## config.mk

```make
export PLATFORM = sky130hd
export DESIGN_NAME = alu_control_stage
export DESIGN_NICKNAME = d
export VERILOG_FILES = /design/src/rtl/alu_pkg.sv /design/src/rtl/alu_decode.sv /design/src/rtl/alu_control_stage.sv
export SDC_FILE = /design/constraint.sdc
export NUM_CORES = 1
export LEC_CHECK = 0
export CORE_UTILIZATION = 41
export CTS_BUF_LIST = sky130_fd_sc_hd__clkbuf_8
export DETAILED_ROUTE_END_ITERATION = 8
export GPL_ROUTABILITY_DRIVEN = 0
export GPL_TIMING_DRIVEN = 0
export HOLD_SLACK_MARGIN = 0.1
export PLACE_DENSITY_LB_ADDON = 0.05
export SYNTH_ARGS = -nofsm -noshare
export SYNTH_HDL_FRONTEND = slang
export SYNTH_SLANG_ARGS = --single-unit
```

## constraint.sdc

```tcl
create_clock -name Clk -period 2.9 [get_ports Clk]
set_input_delay 0.58 -clock Clk [delete_from_list [all_inputs] [get_ports Clk]]
set_output_delay 0.58 -clock Clk [all_outputs]
set_load 0.005 [all_outputs]
```

## src/rtl/alu_pkg.sv

```systemverilog
// Shared ALU definitions: ALUControl codes, MIPS opcode/funct fields and the
// issue-stage state encoding.
package alu_pkg;

  localparam logic [3:0] AluAdd  = 4'b0000;
  localparam logic [3:0] AluSub  = 4'b0001;
  localparam logic [3:0] AluMul  = 4'b0010;
  localparam logic [3:0] AluBgez = 4'b0011;
  localparam logic [3:0] AluBgtz = 4'b0100;
  localparam logic [3:0] AluBlez = 4'b0101;
  localparam logic [3:0] AluBltz = 4'b0110;
  localparam logic [3:0] AluAnd  = 4'b0111;
  localparam logic [3:0] AluOr   = 4'b1000;
  localparam logic [3:0] AluNor  = 4'b1001;
  localparam logic [3:0] AluXor  = 4'b1010;
  localparam logic [3:0] AluSll  = 4'b1011;
  localparam logic [3:0] AluSrl  = 4'b1111;

  localparam logic [5:0] OpRtype    = 6'b000000;
  localparam logic [5:0] OpRegimm   = 6'b000001;
  localparam logic [5:0] OpBeq      = 6'b000100;
  localparam logic [5:0] OpBne      = 6'b000101;
  localparam logic [5:0] OpBlez     = 6'b000110;
  localparam logic [5:0] OpBgtz     = 6'b000111;
  localparam logic [5:0] OpAddi     = 6'b001000;
  localparam logic [5:0] OpSlti     = 6'b001010;
  localparam logic [5:0] OpAndi     = 6'b001100;
  localparam logic [5:0] OpOri      = 6'b001101;
  localparam logic [5:0] OpXori     = 6'b001110;
  localparam logic [5:0] OpSpecial2 = 6'b011100;
  localparam logic [5:0] OpLb       = 6'b100000;
  localparam logic [5:0] OpLh       = 6'b100001;
  localparam logic [5:0] OpLw       = 6'b100011;
  localparam logic [5:0] OpSb       = 6'b101000;
  localparam logic [5:0] OpSh       = 6'b101001;
  localparam logic [5:0] OpSw       = 6'b101011;

  localparam logic [5:0] FnSll = 6'b000000;
  localparam logic [5:0] FnSrl = 6'b000010;
  localparam logic [5:0] FnAdd = 6'b100000;
  localparam logic [5:0] FnSub = 6'b100010;
  localparam logic [5:0] FnAnd = 6'b100100;
  localparam logic [5:0] FnOr  = 6'b100101;
  localparam logic [5:0] FnXor = 6'b100110;
  localparam logic [5:0] FnNor = 6'b100111;
  localparam logic [5:0] FnSlt = 6'b101010;
  localparam logic [5:0] FnMul = 6'b000010;

  localparam logic [4:0] RtBltz = 5'b00000;
  localparam logic [4:0] RtBgez = 5'b00001;

  localparam logic [1:0] StEmpty   = 2'd0;
  localparam logic [1:0] StFull    = 2'd1;
  localparam logic [1:0] StMulWait = 2'd2;

endpackage

```

## src/rtl/alu_decode.sv

```systemverilog
// Combinational MIPS instruction to ALUControl / operand-select decoder.
module alu_decode
  import alu_pkg::*;
(
  input  logic [31:0] instr_i,
  output logic [3:0]  alu_ctrl_o,
  output logic        shamt_sel_o,
  output logic        imm_sel_o,
  output logic        illegal_o
);

  logic [5:0] op;
  logic [5:0] fn;
  logic [4:0] rt;
  logic       unused_bits;

  assign op = instr_i[31:26];
  assign fn = instr_i[5:0];
  assign rt = instr_i[20:16];
  assign unused_bits = ^{instr_i[25:21], instr_i[15:6]};

  always_comb begin
    alu_ctrl_o  = AluAdd;
    shamt_sel_o = 1'b0;
    imm_sel_o   = 1'b0;
    illegal_o   = 1'b0;
    case (op)
      OpRtype: begin
        case (fn)
          FnAdd:        alu_ctrl_o = AluAdd;
          FnSub, FnSlt: alu_ctrl_o = AluSub;
          FnAnd:        alu_ctrl_o = AluAnd;
          FnOr:         alu_ctrl_o = AluOr;
          FnNor:        alu_ctrl_o = AluNor;
          FnXor:        alu_ctrl_o = AluXor;
          FnSll: begin
            alu_ctrl_o  = AluSll;
            shamt_sel_o = 1'b1;
          end
          FnSrl: begin
            alu_ctrl_o  = AluSrl;
            shamt_sel_o = 1'b1;
          end
          default:      illegal_o = 1'b1;
        endcase
      end
      OpSpecial2: begin
        if (fn == FnMul) alu_ctrl_o = AluMul;
        else             illegal_o  = 1'b1;
      end
      OpAddi, OpLw, OpLh, OpLb, OpSw, OpSh, OpSb: begin
        alu_ctrl_o = AluAdd;
        imm_sel_o  = 1'b1;
      end
      OpSlti: begin
        alu_ctrl_o = AluSub;
        imm_sel_o  = 1'b1;
      end
      OpAndi: begin
        alu_ctrl_o = AluAnd;
        imm_sel_o  = 1'b1;
      end
      OpOri: begin
        alu_ctrl_o = AluOr;
        imm_sel_o  = 1'b1;
      end
      OpXori: begin
        alu_ctrl_o = AluXor;
        imm_sel_o  = 1'b1;
      end
      OpBeq, OpBne: alu_ctrl_o = AluSub;
      OpBgtz:       alu_ctrl_o = AluBgtz;
      OpBlez:       alu_ctrl_o = AluBlez;
      OpRegimm: begin
        if (rt == RtBgez)      alu_ctrl_o = AluBgez;
        else if (rt == RtBltz) alu_ctrl_o = AluBltz;
        else                   illegal_o  = 1'b1;
      end
      default: illegal_o = 1'b1;
    endcase
  end

endmodule

```

## src/rtl/alu_control_stage.sv

```systemverilog
// Registered ALU-control issue stage with valid/ready handshake towards EX and
// a multi-cycle hold for MUL.
module alu_control_stage
  import alu_pkg::*;
#(
  parameter int unsigned MulLatency = 3
) (
  input  logic        Clk,
  input  logic        Reset,
  input  logic        InValid,
  output logic        InReady,
  input  logic [31:0] Instruction,
  output logic        OutValid,
  input  logic        OutReady,
  output logic [3:0]  ALUControl,
  output logic        ShamtSel,
  output logic        ImmSel,
  output logic        Illegal
);

  localparam int unsigned CntW    = (MulLatency > 1) ? $clog2(MulLatency) : 1;
  localparam int unsigned CntInit = (MulLatency > 1) ? MulLatency - 2 : 0;

  logic [1:0]      state_q, state_d;
  logic [CntW-1:0] cnt_q, cnt_d;
  logic [3:0]      ctrl_q, ctrl_d;
  logic            shamt_q, shamt_d;
  logic            imm_q, imm_d;
  logic            ill_q, ill_d;

  logic [3:0] dec_ctrl;
  logic       dec_shamt;
  logic       dec_imm;
  logic       dec_ill;
  logic       accept;

  alu_decode u_decode (
    .instr_i     (Instruction),
    .alu_ctrl_o  (dec_ctrl),
    .shamt_sel_o (dec_shamt),
    .imm_sel_o   (dec_imm),
    .illegal_o   (dec_ill)
  );

  assign OutValid   = (state_q == StFull);
  assign InReady    = (state_q != StMulWait) && (!OutValid || OutReady);
  assign accept     = InValid && InReady;
  assign ALUControl = ctrl_q;
  assign ShamtSel   = shamt_q;
  assign ImmSel     = imm_q;
  assign Illegal    = ill_q;

  always_comb begin
    state_d = state_q;
    cnt_d   = cnt_q;
    ctrl_d  = ctrl_q;
    shamt_d = shamt_q;
    imm_d   = imm_q;
    ill_d   = ill_q;
    if (accept) begin
      ctrl_d  = dec_ctrl;
      shamt_d = dec_shamt;
      imm_d   = dec_imm;
      ill_d   = dec_ill;
      if (!dec_ill && dec_ctrl == AluMul && MulLatency > 1) begin
        state_d = StMulWait;
        cnt_d   = CntW'(CntInit);
      end else begin
        state_d = StFull;
      end
    end else begin
      case (state_q)
        StFull: begin
          if (OutReady) state_d = StEmpty;
        end
        StMulWait: begin
          if (cnt_q == '0) state_d = StFull;
          else             cnt_d   = cnt_q - CntW'(1);
        end
        default: state_d = state_q;
      endcase
    end
  end

  always_ff @(posedge Clk) begin
    if (Reset) begin
      state_q <= StEmpty;
      cnt_q   <= '0;
      ctrl_q  <= AluAdd;
      shamt_q <= 1'b0;
      imm_q   <= 1'b0;
      ill_q   <= 1'b0;
    end else begin
      state_q <= state_d;
      cnt_q   <= cnt_d;
      ctrl_q  <= ctrl_d;
      shamt_q <= shamt_d;
      imm_q   <= imm_d;
      ill_q   <= ill_d;
    end
  end

endmodule

```

==> impl_metrics.csv <==
group,metric,value,unit
run_status,status,"finished clean",
yosys,yosys-top-cells-area,"dfxtp_1, nor2_1, a21oi_1",
setup_path,cp_top_family,"simple AND/OR/NAND/NOR gates",
sta,post-route-worst-setup-slack,0.0922,ns
setup_path,endpoint,"cnt_q[1]$_SDFFE_PP0P_",
clocking,clock_latency,0.24,ns
setup_path,crit_chain,"clkdlybuf4s50_1, or4_4, or3_4, nor4_1, a41oi_1, a41o_1, a21oi_2",
finish,syn_to_final_growth,36.9,%
finish,fin_nets,193,
clocking,post_cts_resized,0,
flow_run,cap_violations,0,
placed_design,placed_cell_area,1210,um2
clocking,cts-root-buf,"clkbuf_8",
clocking,clk_pin_slew,0.05,ns
setup_path,crit_slowest_cell,"or4_4",
yosys,synth_edf_count,0,
drt,vias,1018,
sta,rsz0062_at_grt,"no",
placed_design,dp_slack,-0.125,ns
setup_path,rr_endpoint,"cnt_q[0]$_SDFFE_PP0P_",
sta,final_max_slew_viol_count,0,
drt,vias_per_cell,5.59,
clocking,cts-buffers-inserted,3,
finish,final_area,1260,um2
sta,relSlewSlack,57.1,%
yosys,yosysWarnings,0,
drt,drt-initial-drc-count,18,
setup_path,required,3.08,ns
yosys,ys_ff_latch,11,
sta,fin_crit_sh,96.8,%
finish,final_cell_mix,"clkdlybuf4s50_1, nor2_1, dfxtp_1, a21oi_1, nand2_1",
placed_design,port-buffer-count,26,
yosys,avgSynthCellArea,7.36,um2
power_and_ir_drop,p_leak,0.431,nW
clocking,clock-sinks,11,
floorplan,core_area,2040,um2
sta,min_period,2.81,ns
clocking,htree_levels,1,
finish,final_common_cell,"clkdlybuf4s50_1",
finish,drive_gt1_share,8.39,%
yosys,synthCells,125,
setup_path,cp_num_buf_inv,1,
drt,wl,2340,um
sta,fmax,0.356,GHz
finish,n_antenna_cell,0,
floorplan,start_util,45.0,%
sta,setup_viol,0,
clocking,cts_setup_buffers,0,
drt,remaining_drc_errors,0,
yosys,synth-async-reset-ratio,0,%
clocking,cts_tree,"built",
setup_path,r2r-start,"state_q[0]$_SDFFE_PP0P_",
setup_path,worst_path_largest_cell_delay,0.60,ns
clocking,hold_buffers,0,
grt,grt_pass1_wl,3910,um
drt,drt_pass1_iterations,4,
setup_path,r2r_slack,0.85,ns
setup_path,arrival,2.99,ns
sta,tightestPinTransition,0.641,ns
hold_path,worstHoldPathType,"reg2reg",
floorplan,row_count,16,
sta,hold_viol,0,
placed_design,dp_hpwl,1730,um
grt,grt_pass1_vias,959,
floorplan,ios,45,
finish,n_fill_cell,214,
drt,routedWlPerCell,12.8,um
floorplan,dieArea,2440,um2
yosys,postSynthNetCount,162,
floorplan,dieHeight,49.4,um
power_and_ir_drop,p_per_area,343,nW/um2
power_and_ir_drop,peakVddDrop,0.330,mV
yosys,ys.flop_type,"dfxtp_1",
yosys,synth_cell_types,49,
setup_path,startpoint,"Instruction[29]",
clocking,clock_path_buffers,2,
grt,track_usage,20.5,%
setup_path,path_max_fanout,8,
setup_path,crit_path_start_kind,"input port",
setup_path,r2r_cells,6,
setup_path,path_depth,7,
yosys,yosysTopAreaCellShare,23.9,%
grt,grt_overflow,0,
yosys,seq_area_frac_synth,23.9,%
grt,antenna_found_initial,0,
drt,ant_nets,0,
setup_path,critPathKind,"in2reg",
grt,grt_max_degree,11,
setup_path,cp-end-kind,"register",
yosys,yosysTopAreaCell,"dfxtp_1",
yosys,synthesis.area,920,um2
sta,clock_skew,0.00503,ns
floorplan,die_w,49.4,um
Yosys cell counts (2+ instances only):
cell and number:
nor3_1 6, dfxtp_1 11, clkbuf_1 5, and2_1 2
inv_1 6, nor4_1 2, nand2b_1 3, nor2_1 21
nand2_1 8, o21a_1 2, a211oi_1 4, o21ai_0 7
a21oi_1 10, or2b_1 2, or2_2 2
area by class of cell:
| cell class | count | area (um2) | area share (%) |
|---|---|---|---|
| Multi-Input combinational cell | 102 | 647 | 51.4 |
| Timing Repair Buffer | 26 | 260 | 20.7 |
| Sequential cell | 11 | 220 | 17.5 |
| Clock buffer | 3 | 41.3 | 3.28 |
| Tap cell | 27 | 33.8 | 2.68 |
| Buffer | 6 | 30.0 | 2.39 |
| Inverter | 6 | 22.5 | 1.79 |
| Clock inverter | 1 | 3.75 | 0.298 |
logic make-up after synthesis:
kind of cell / Yosys count / share of synthesized area (%)
mux: 2 / 2.31
simple gates: 59 / 34.6
flops: 11 / 23.9
buf+inv: 12 / 5.71
xor+xnor: 2 / 1.91
fa+ha+maj: 1 / 1.36
compound gates: 38 / 30.2
how the worst min path moves through the flow:
stage / start / end / cells past startpoint
after floorplan: ShamtSel$_SDFFE_PP0P_ / ShamtSel$_SDFFE_PP0P_ / 2
after global placement: ShamtSel$_SDFFE_PP0P_ / ShamtSel$_SDFFE_PP0P_ / 2
after detailed placement: ShamtSel$_SDFFE_PP0P_ / ShamtSel$_SDFFE_PP0P_ / 2
after CTS: ShamtSel$_SDFFE_PP0P_ / ShamtSel$_SDFFE_PP0P_ / 2
after global routing: ShamtSel$_SDFFE_PP0P_ / ShamtSel$_SDFFE_PP0P_ / 2
final: ShamtSel$_SDFFE_PP0P_ / ShamtSel$_SDFFE_PP0P_ / 2
layer usage:
metal	GRT usage, %	vias to the layer above	routed length [um]
met5	0	-	0
met4	5.88	0	30
met3	5.61	5	140
met2	35.4	28	1050
met1	24.4	460	1110
li1	-	525	-
tightest hold or removal path: stages, from the launching register on:
cell     delay, ns
dfxtp_1       0.30
nand2_1       0.05
a21oi_1       0.05
report_power, final:
part / total (mW) / leakage [nW] / internal, mW / switching [mW]
Clock: 0.152 / 0.0269 / 0.0930 / 0.0587
Combinational: 0.116 / 0.314 / 0.0614 / 0.0551
Sequential: 0.163 / 0.0900 / 0.159 / 0.00437
per-stage QoR:
| stage | setup TNS, ns | instances | util (%) | power (mW) | hold slack (ns) |
|---|---|---|---|---|---|
| floorplan | 0 | 125 | - | 0.224 | 0.448 |
| global placement | -0.287 | 178 | 59.4 | 0.279 | 0.444 |
| detailed placement | -0.238 | 178 | 59.4 | 0.282 | 0.448 |
| CTS | 0 | 182 | 61.6 | 0.435 | 0.455 |
| global route | 0 | 182 | 61.6 | 0.454 | 0.500 |
| finish | 0 | 182 | 61.6 | 0.431 | 0.457 |
state kept, by name, summed over array words and instances, names as in the netlist:
signal      flops
ImmSel          1
ShamtSel        1
ALUControl      4
state_q         2
cnt_q           2
Illegal         1
(Power assumes the default switching activity.)
